### src/rtl/fetch_unit_pkg.sv
// Shared fetch-stage constants and the buffered-instruction record.
// Macros are guarded so any later file can rely on them without redefinition.
`ifndef FETCH_CONSTANTS_VH
`define FETCH_CONSTANTS_VH
`define WORD 64
`define INSTR_LEN 32
`define PC_INCR 4
`define FETCH_BUF_DEPTH 2
`endif

package fetch_unit_pkg;
  typedef struct packed {
    logic [`INSTR_LEN-1:0] instr;
    logic [`WORD-1:0]      pc;
  } fetch_entry_t;

  localparam logic [`WORD-1:0] PC_INCR = `WORD'(`PC_INCR);
endpackage

### src/rtl/fetch_unit_if.sv
// Fetch-stage bus: instruction-memory port, redirect input and decode handshake.
interface fetch_unit_if;
  logic                  imem_req;
  logic [`WORD-1:0]      imem_addr;
  logic [`INSTR_LEN-1:0] imem_rdata;
  logic                  redirect;
  logic [`WORD-1:0]      redirect_pc;
  logic                  instr_valid;
  logic                  instr_ready;
  logic [`INSTR_LEN-1:0] instruction;
  logic [`WORD-1:0]      instr_pc;

  modport master (
    output imem_req, imem_addr, instr_valid, instruction, instr_pc,
    input  imem_rdata, redirect, redirect_pc, instr_ready
  );
  modport slave (
    input  imem_req, imem_addr, instr_valid, instruction, instr_pc,
    output imem_rdata, redirect, redirect_pc, instr_ready
  );
endinterface

### src/rtl/fetch_unit_buffer.sv
// Two-entry in-order queue of fetched {instr, pc}; flush empties it without
// touching the stored words.
module fetch_buffer
  import fetch_unit_pkg::*;
(
  input  logic         clk,
  input  logic         rst,
  input  logic         push,
  input  logic         pop,
  input  logic         flush,
  input  fetch_entry_t push_data,
  output fetch_entry_t head,
  output logic [1:0]   count
);
  fetch_entry_t [1:0] mem_q, mem_d;
  logic               rd_ptr_q, rd_ptr_d;
  logic               wr_ptr_q, wr_ptr_d;
  logic [1:0]         count_q, count_d;

  always_comb begin
    mem_d    = mem_q;
    rd_ptr_d = rd_ptr_q;
    wr_ptr_d = wr_ptr_q;
    count_d  = count_q;
    if (flush) begin
      rd_ptr_d = 1'b0;
      wr_ptr_d = 1'b0;
      count_d  = 2'd0;
    end else begin
      if (push) begin
        mem_d[wr_ptr_q] = push_data;
        wr_ptr_d        = ~wr_ptr_q;
      end
      if (pop) rd_ptr_d = ~rd_ptr_q;
      count_d = count_q + {1'b0, push} - {1'b0, pop};
    end
  end

  always_ff @(posedge clk) begin
    if (rst) begin
      mem_q    <= '0;
      rd_ptr_q <= 1'b0;
      wr_ptr_q <= 1'b0;
      count_q  <= 2'd0;
    end else begin
      mem_q    <= mem_d;
      rd_ptr_q <= rd_ptr_d;
      wr_ptr_q <= wr_ptr_d;
      count_q  <= count_d;
    end
  end

  assign head  = mem_q[rd_ptr_q];
  assign count = count_q;

`ifndef SYNTHESIS
  // Slot reservation at request time makes these unreachable.
  always @(posedge clk) begin
    if (!rst && !flush) begin
      assert (!(push && !pop && count_q == 2'd2)) else $error("fetch_buffer overflow");
      assert (!(pop && count_q == 2'd0)) else $error("fetch_buffer underflow");
    end
  end
`endif
endmodule

### src/rtl/fetch_unit.sv
// Fetch stage: owns the PC, issues 1-cycle-latency imem reads, tracks the
// in-flight request and hands buffered words to decode.
module fetch_unit
  import fetch_unit_pkg::*;
#(
  parameter logic [`WORD-1:0] RESET_PC  = '0,
  parameter int unsigned      BUF_DEPTH = `FETCH_BUF_DEPTH
) (
  input logic          clk,
  input logic          reset,
  fetch_unit_if.master fif
);
  logic [`WORD-1:0] pc_q, pc_d;
  logic [`WORD-1:0] req_pc_q, req_pc_d;
  logic             inflight_q, inflight_d;
  logic             kill_q, kill_d;

  logic             valid, pop, push, req;
  logic [2:0]       occupancy;
  logic [1:0]       buf_count;
  fetch_entry_t     head, push_data;

  always_comb begin
    valid     = (buf_count != 2'd0) & ~fif.redirect & ~reset;
    pop       = valid & fif.instr_ready;
    // Count the in-flight word as already occupying a slot.
    occupancy = {1'b0, buf_count} + {2'b0, inflight_q} - {2'b0, pop};
    req       = ~reset & ~fif.redirect & (32'(occupancy) < BUF_DEPTH);
    push      = inflight_q & ~kill_q;
    push_data = '{instr: fif.imem_rdata, pc: req_pc_q};
  end

  always_comb begin
    pc_d       = pc_q;
    req_pc_d   = req_pc_q;
    inflight_d = req;
    kill_d     = fif.redirect & inflight_q;
    if (req) begin
      req_pc_d = pc_q;
      pc_d     = pc_q + PC_INCR;
    end
    if (fif.redirect) pc_d = {fif.redirect_pc[`WORD-1:2], 2'b00};
  end

  always_ff @(posedge clk) begin
    if (reset) begin
      pc_q       <= RESET_PC;
      req_pc_q   <= '0;
      inflight_q <= 1'b0;
      kill_q     <= 1'b0;
    end else begin
      pc_q       <= pc_d;
      req_pc_q   <= req_pc_d;
      inflight_q <= inflight_d;
      kill_q     <= kill_d;
    end
  end

  fetch_buffer u_buf (
    .clk       (clk),
    .rst       (reset),
    .push      (push),
    .pop       (pop),
    .flush     (fif.redirect),
    .push_data (push_data),
    .head      (head),
    .count     (buf_count)
  );

  assign fif.imem_req    = req;
  assign fif.imem_addr   = pc_q;
  assign fif.instr_valid = valid;
  assign fif.instruction = reset ? '0 : head.instr;
  assign fif.instr_pc    = reset ? '0 : head.pc;
endmodule

### src/flat_wrapper.sv
// flat-port wrapper written by rule: the top's interface ports become plain ports
module fetch_unit_flat import fetch_unit_pkg::*;
#(
  parameter logic [`WORD-1:0] RESET_PC  = '0,
  parameter int unsigned      BUF_DEPTH = `FETCH_BUF_DEPTH
)
  (clk, reset, fif_imem_req, fif_imem_addr, fif_instr_valid, fif_instruction, fif_instr_pc, fif_imem_rdata, fif_redirect, fif_redirect_pc, fif_instr_ready);
  fetch_unit_if fif_i ();
  input logic clk;
  input logic reset;
  output wire logic [$bits(fif_i.imem_req)-1:0] fif_imem_req;
  output wire logic [$bits(fif_i.imem_addr)-1:0] fif_imem_addr;
  output wire logic [$bits(fif_i.instr_valid)-1:0] fif_instr_valid;
  output wire logic [$bits(fif_i.instruction)-1:0] fif_instruction;
  output wire logic [$bits(fif_i.instr_pc)-1:0] fif_instr_pc;
  input wire logic [$bits(fif_i.imem_rdata)-1:0] fif_imem_rdata;
  input wire logic [$bits(fif_i.redirect)-1:0] fif_redirect;
  input wire logic [$bits(fif_i.redirect_pc)-1:0] fif_redirect_pc;
  input wire logic [$bits(fif_i.instr_ready)-1:0] fif_instr_ready;
  assign fif_imem_req = fif_i.imem_req;
  assign fif_imem_addr = fif_i.imem_addr;
  assign fif_instr_valid = fif_i.instr_valid;
  assign fif_instruction = fif_i.instruction;
  assign fif_instr_pc = fif_i.instr_pc;
  assign fif_i.imem_rdata = fif_imem_rdata;
  assign fif_i.redirect = fif_redirect;
  assign fif_i.redirect_pc = fif_redirect_pc;
  assign fif_i.instr_ready = fif_instr_ready;
  fetch_unit #(.RESET_PC(RESET_PC), .BUF_DEPTH(BUF_DEPTH)) u_core (.clk(clk), .reset(reset), .fif(fif_i));
endmodule
### config.mk
export PLATFORM = sky130hd
export DESIGN_NAME = fetch_unit_flat
export DESIGN_NICKNAME = d
export VERILOG_FILES = /design/src/rtl/fetch_unit_pkg.sv /design/src/rtl/fetch_unit_if.sv /design/src/rtl/fetch_unit_buffer.sv /design/src/rtl/fetch_unit.sv /design/src/flat_wrapper.sv
export SDC_FILE = /design/constraint.sdc
export NUM_CORES = 1
export LEC_CHECK = 0
export BUFFER_PORTS_ARGS = -buffer_cell sky130_fd_sc_hd__buf_2
export CORE_MARGIN = 2
export CORE_UTILIZATION = 46
export DETAILED_ROUTE_END_ITERATION = 7
export PLACE_DENSITY = 0.64
export SLEW_MARGIN = 30
export SYNTH_ARGS = -nofsm -noshare
export SYNTH_HDL_FRONTEND = slang
export SYNTH_HIERARCHICAL = 1
export SYNTH_SLANG_ARGS = --single-unit
export TNS_END_PERCENT = 1
### constraint.sdc
create_clock -name clk -period 5 [get_ports clk]
set_input_delay 0.5 -clock clk [delete_from_list [all_inputs] [get_ports clk]]
set_output_delay 0.5 -clock clk [all_outputs]
set_load 0.05 [all_outputs]
==> reports/metrics.cfg, run 1 <==
[synthesis]
synth-seq-area-share_pct=40.3
synthAdderAreaFrac_pct=0.438
synth_compound_area_share_pct=7.95
avgSynthCellArea_sq_um=9.12
ys_ff_latch=322
synth_top_family_by_area=simple AND/OR/NAND/NOR gates
postSynthCellCount=1753
synth.distinct_cells=67
async_reset_ff_share_pct=0
synthMuxAreaShare_pct=19.1
synth-simple-area-share_pct=26.9
synth_area_sq_um=16000
yosysWarnings=6
ys.flop_type=dfxtp_1
synth_xor_area_share_pct=0.853
synth_edf_count=0

[drt]
wire_per_inst_microns=17.7
dr_total_vias=13100
routed_wl_microns=42900
drt_pass1_iterations=5
drc_errors=0
final_antenna_net_count=0
drt_iter0_drc=883
routed_via_density=5.40

[critical_path]
cp-start-kind=input port
worstSetupPathType=input port to output port
worstPathRequired_ns=4.50
worstPathMaxFanout=26
worstPathArrival_ns=3.75
cp-end-kind=output port

[die]
die_w_microns=190
dieHeight_microns=190
core_area_sq_um=34400
start_util_pct=46.5
core.rowCount=68
io_pins=262
die-area_sq_um=36300

[global_route]
grt_use_met1_pct=33.8
grt_pass1_vias=12300
antenna_found_initial=0
gr-total-overflow=0
grtUsageMet2_pct=33.9
grt_pass1_wl_microns=67100
grt-busiest-layer=met2
met3_usage_pct=4.23
grt_max_degree=170
globalRouteTotalUtil_pct=22.9

[min_path]
hold_path.class=input port to register

[timing]
fmax_mhz=235
hold-worst-slack_ns=0.219
hold_viol=0
fin_skew_ns=0.0156
maxSlewHeadroom_pct=35.8
slew_violations=0
setup_ws_ns=0.752
grt_setup_unrepaired=false
report.final.setup_viol=0
setup-tns-final_ns=0
tightest_slew_ns=0.955
period_share_pct=85.0
fin_crit_ns=4.25

[placement]
dp_hpwl_microns=28500
place_inst=2357
pre_cts_ws_ns=0.483
numPortBuffers=257
place_area_sq_um=17500
place.gp.congestion=0.899

[clocking]
path_clk_slew_ns=0.06
cts_made_buffers=37
clock_latency_ns=0.53
cts_root_buf=clkbuf_16
cts_tree=yes
hold_buffers=0
cts.sinks=322
htree_levels=2
cts_setup_buffers=0
cts_resized=0
clk_path_buf_depth=3

[finish]
stdcell_area_sq_um=18800
final_cells=2425
drive_gt1_share_pct=23.3
insertedDiodeCount=0
syn_to_final_growth_pct=17.3
fin_nets=2048
final_util_pct=54.6

[run]
cap_violations=0

[pwr]
pwr_density_cell_nw_per_um2=322
leakage_nw=7.72
finalPower_mw=6.04
peakVddDrop_mv=0.238

[run_status]
status=finished, final reports clean

where the power goes:
group          total, mW  internal [mW]  switching, mW
sequential          2.73           2.63         0.0946
combinational      0.590          0.202          0.387
clock               2.73           1.65           1.08
total               6.04           4.48           1.56
kinds of logic after synthesis:
group / Yosys count
AO/OA/AOI/OAI: 197
XOR/XNOR: 14
adder cells (fa/ha/maj): 5
buffers and inverters: 151
flip-flops: 322
multiplexers: 293
other: 1
AND/OR/NAND/NOR: 770
synthesized netlist by cell type (all sizes together) (2+ instances only):
cell | count | area, sq um
a2111oi | 2 | 18.8
a211oi | 4 | 30.0
a21oi | 90 | 450
a221oi | 2 | 17.5
a311o | 4 | 40.0
a311oi | 22 | 193
a31oi | 16 | 100
and2 | 4 | 25.0
and3 | 14 | 87.6
and4 | 6 | 52.6
buf | 45 | 314
clkbuf | 89 | 334
dfxtp | 322 | 6450
ha | 4 | 50.1
inv | 16 | 60.1
mux2 | 99 | 1110
mux2i | 194 | 1940
nand2 | 178 | 668
nand2b | 293 | 1830
nand3 | 32 | 160
nand4 | 33 | 221
nor2 | 41 | 154
nor2b | 98 | 613
nor3 | 16 | 80.1
nor3b | 2 | 20.0
nor4 | 14 | 87.6
o211ai | 4 | 30.0
o21a | 2 | 15.0
o21ai | 15 | 75.1
o221ai | 2 | 17.5
o311a | 2 | 20.0
o311ai | 6 | 52.6
o31a | 5 | 43.8
o31ai | 13 | 97.6
or2 | 4 | 25.0
or3 | 12 | 76.3
or4 | 17 | 136
xnor2 | 7 | 61.3
xor2 | 6 | 52.6
cells in the final DEF, fill, tap and decap left out, drive strengths merged, types with 4 or more instances in the layout:
cell type,Yosys,layout
o31a,5,5
conb,1,4
a311o,4,4
clkinv,1,8
mux2i,194,194
and4,6,6
nor3,16,16
and3,14,14
inv,16,19
nand3,32,32
a21oi,90,90
nand2b,293,293
nor2b,98,98
a211oi,4,4
buf,45,282
nand2,178,178
mux2,99,99
ha,4,4
dfxtp,322,322
nand4,33,33
o31ai,13,13
o211ai,4,4
nor2,41,41
and2,4,4
a31oi,16,16
nor4,14,14
or2,4,4
or3,12,12
a311oi,22,22
o21ai,15,15
xnor2,7,7
xor2,6,6
o311ai,6,6
or4,17,17
clkbuf,89,52
per-layer routing:
metal	routed length, microns	part of all wire [%]	vias to the layer above
met5	0	0	-
met3	3150	7.3	61
li1	-	-	6456
met2	18100	42	485
met4	887	2.1	0
met1	20800	48	6094
cell type report:
class | instances | area [sq um]
multi-input cells | 1283 | 8870
repair buffers | 282 | 1570
inverters | 17 | 63.8
fillers | 3133 | 15600
clock buffers | 52 | 1100
flip-flops and latches | 322 | 6450
well taps | 455 | 569
clock inverters | 14 | 133
registers in the layout, summed over array words and instances (netlist names):
register and cells:
u_core/u_buf/wr_ptr_q 1, u_core/req_pc_q 62, u_core/inflight_q 1, u_core/kill_q 1, u_core/fif.imem_addr 62, u_core/u_buf/mem_q 192, u_core/u_buf/count 2, u_core/u_buf/rd_ptr_q 1
critical path: stages:
cell      delay, ns
buf_8          0.09
nor2_1         0.48
o21a_1         0.22
and2_1         0.20
ha_1           0.25
nand2b_1       0.15
fa_1           0.41
xnor2_1        0.22
buf_4          0.18
nand3_4        0.28
inv_2          0.39
buf_2          0.35
worst paths after layout:
check	start	endpoint	slack (ns)	cells after the start
worst max register to register	u_core/u_buf/count[1]	u_core/fif.imem_addr[47]	1.03	10
worst max-delay path	reset	fif_imem_req	0.75	12
worst min register to register	u_core/req_pc_q[58]	u_core/req_pc_q[58]	0.45	2
worst min-delay path	fif_redirect_pc[21]	u_core/fif.imem_addr[21]	0.22	3
No activity file was read; power rests on OpenSTA's default activity.
==> run 2: changes to the inputs <==
ABC_AREA = 1   (was default)
clock period = 4.2 ns   (was 5 ns; I/O delays follow)
==> reports/metrics.cfg, run 2 <==
[synthesis]
synth_xor_area_share_pct=1.19  ; +0.33 points
synth.top_cells.by_area=dfxtp_1 40%, nor2_1 16%, nand2_1 13%
ys.flop_type=dfxtp_1
synth_compound_area_share_pct=10.8  ; +2.9 points
postSynthCellCount=2586  ; +48%
synth_top_cell_area_share_pct=39.7  ; -0.59 points
synthAdderAreaFrac_pct=0.432  ; -0.0064 points
ys_ff_latch=322  ; unchanged
async_reset_ff_share_pct=0  ; unchanged
synthMuxAreaShare_pct=0  ; -19 points
yosys.cell_count.top_type=nor2_1
synth-seq-area-share_pct=39.7  ; -0.59 points
avgSynthCellArea_sq_um=6.28  ; -31%
yosys-top-cells-count=697 x nor2_1, 576 x nand2_1, 322 x dfxtp_1
synth_top_family_by_area=simple AND/OR/NAND/NOR gates
synth.distinct_cells=43  ; -36%
yosys.area.top_type=dfxtp_1
yosysWarnings=6  ; unchanged
synth-simple-area-share_pct=35.6  ; +8.7 points
synth_area_sq_um=16200  ; +1.5%
synth_edf_count=0  ; unchanged

[pwr]
finalPower_mw=7.49  ; +24%
leakage_nw=8.78  ; +14%
pwr_density_cell_nw_per_um2=398  ; +24%
peakVddDrop_mv=0.286  ; +20%
netSwitchingPower_mw=2.10  ; +35%
comb_power_share_pct=13.2  ; +3.4 points
internal-power_mw=5.39  ; +20%
clockPowerShare_pct=42.3  ; -2.8 points
p_seq_share_pct=44.5  ; -0.6 points
switching_share_pct=28.1  ; +2.2 points

[timing]
maxSlewHeadroom_pct=37.7  ; +2.0 points
fmax_mhz=259
hold-worst-slack_ns=0.147  ; -0.0724 ns
hold_viol=0  ; unchanged
fin_skew_ns=0.0180  ; +0.00241 ns
grt_setup_unrepaired=false
tightest_slew_ns=0.934  ; -0.0205 ns
slew_violations=0  ; unchanged
period_share_pct=91.9
setup_ws_ns=0.341  ; -0.411 ns
report.final.setup_viol=0  ; unchanged
fin_crit_ns=3.86
setup-tns-final_ns=0  ; unchanged

[global_route]
grt_pass1_vias=14300  ; +17%
grt_pass1_wl_microns=76200  ; +14%
antenna_found_initial=0  ; unchanged
grt_max_degree=98  ; -42%
gr-total-overflow=0  ; unchanged
globalRouteTotalUtil_pct=26.0  ; +3.1 points

[critical_path]
cp-end-kind=output port
critPathBufInv=3  ; -1
worstSetupPathType=register to output port
crit_path_start=u_core/u_buf/count[1]
slowest_delay_ns=0.48  ; about the same
worstPathCellList=nor2_1, nor3b_2, ha_1, or2_2, fa_1, inv_1, nor2_1, nand2_2, inv_4, buf_2
worstPathRequired_ns=3.78  ; -0.72 ns
worstPathMaxFanout=26  ; unchanged
cp-start-kind=register
timing.critical_path.mode_cell=nor2_1
worstPathArrival_ns=3.44  ; -0.31 ns
crit_slowest_cell=fa_1
critPathTopFamily=simple AND/OR/NAND/NOR gates
r2r-start=u_core/u_buf/count[1]

[clocking]
cts_made_buffers=37  ; unchanged
cts_root_buf=clkbuf_16
cts.sinks=322  ; unchanged
path_clk_slew_ns=0.06  ; about the same
clk_path_buf_depth=3  ; unchanged
hold_buffers=0  ; unchanged
cts_tree=yes
clock_latency_ns=0.52  ; about the same
htree_levels=2  ; unchanged
cts_setup_buffers=0  ; unchanged

[run]
cap_violations=0  ; unchanged

[placement]
place_area_sq_um=17600  ; +0.92%
place.gp.congestion=0.968  ; +7.7%
dp_hpwl_microns=33500  ; +18%
place_inst=3186  ; +35%
numPortBuffers=257  ; unchanged
pre_cts_ws_ns=0.373  ; -0.110 ns

[drt]
final_antenna_net_count=0  ; unchanged
routed_wl_microns=48600  ; +13%
routed_via_density=4.94  ; -8.6%
drt_pass1_iterations=5  ; unchanged
wire_per_inst_microns=15.0  ; -15%
drc_errors=0  ; unchanged
drt_iter0_drc=1081  ; +22%
dr_total_vias=16000  ; +22%

[die]
dieHeight_microns=192  ; +0.72%
start_util_pct=46.9  ; +0.34 points
die_w_microns=192  ; +0.72%
io_pins=262  ; unchanged
core.rowCount=68  ; unchanged
core_area_sq_um=34600  ; +0.74%
die-area_sq_um=36800  ; +1.4%

[min_path]
worstHoldStart=fif_imem_rdata[19]
hold_path.class=input port to register

[finish]
largest_register=u_core/u_buf/mem_q
stdcell_area_sq_um=18800  ; +0.30%
final_common_cell=nor2_1
layout_common_cells=697 x nor2_1, 575 x nand2_1, 321 x dfxtp_1
largest_register_ffs=192  ; unchanged
final_cells=3248  ; +34%
insertedDiodeCount=0  ; unchanged
final_util_pct=54.3  ; -0.24 points
fin_nets=2875  ; +40%
drive_gt1_share_pct=13.6  ; -9.7 points
syn_to_final_growth_pct=15.9

[run_status]
status=finished, final reports clean

## run 2: cell count changes after synthesis, moves of 60 or more
cell,previous run,this run
nor2b_1,98,0
nand2_1,178,576
nor2_1,41,697
a21oi_1,90,30
nand2b_1,293,0
mux2i_1,194,0
mux2_2,99,0
inv_1,16,321
o21ai_0,15,239
## run 2: final timing paths
path,end,slack (ns),depth (start not counted)
worst min-delay path,u_core/u_buf/mem_q[83],0.15,3
worst max-delay path,fif_imem_req,0.34,10
worst min register to register,u_core/u_buf/mem_q[145],0.48,2
worst max register to register,u_core/fif.imem_addr[36],0.67,11
## run 2: logic make-up (layout without fill, tap and decap cells)
family          Yosys count  after routing
simple gates           1435           1435
buf+inv                 471            673
compound gates          330            330
flops                   322            322
xor+xnor                 22             22
fa+ha+maj                 5              5
other cells               1              6
## run 2: routing by layer
layer	GRT usage, %	wire [microns]
met2	40.2	21000
met1	37.6	23100
met3	3.75	3470
met5	0	0
met4	7.10	1040
## run 2: what timing repair did
action                                  4_1_cts  5_1_grt
hold endpoints to repair                      0        0
endpoints found under the setup margin        0        1
resized for setup                             0        1
## run 2: layout make-up
class	count	area, sq um
Multi-Input combinational cell	1798	7820
Inverter	329	1240
Tap cell	455	569
Timing Repair Buffer	282	1550
Sequential cell	322	6450
Clock inverter	10	139
Clock buffer	52	1040
Fill cell	3600	15800
## run 2: worst reg2reg max path: stages, from the launching register on
cell	delay, ns
dfxtp_1	0.46
nor2_1	0.10
nor3b_2	0.30
ha_1	0.27
or2_2	0.30
fa_1	0.38
xnor2_1	0.15
nand2_2	0.21
buf_4	0.63
nor2_1	0.28
a21boi_0	0.22
a21oi_1	0.08
## run 2: power by group through the flow
stage	registers (mW)	clock network [mW]	logic, mW
floorplan	3.47	0	0.618
detailed placement	3.40	0	0.982
global route	3.35	3.38	1.10
finish	3.33	3.17	0.987
global placement	3.39	0	0.969
CTS	3.33	3.25	0.987
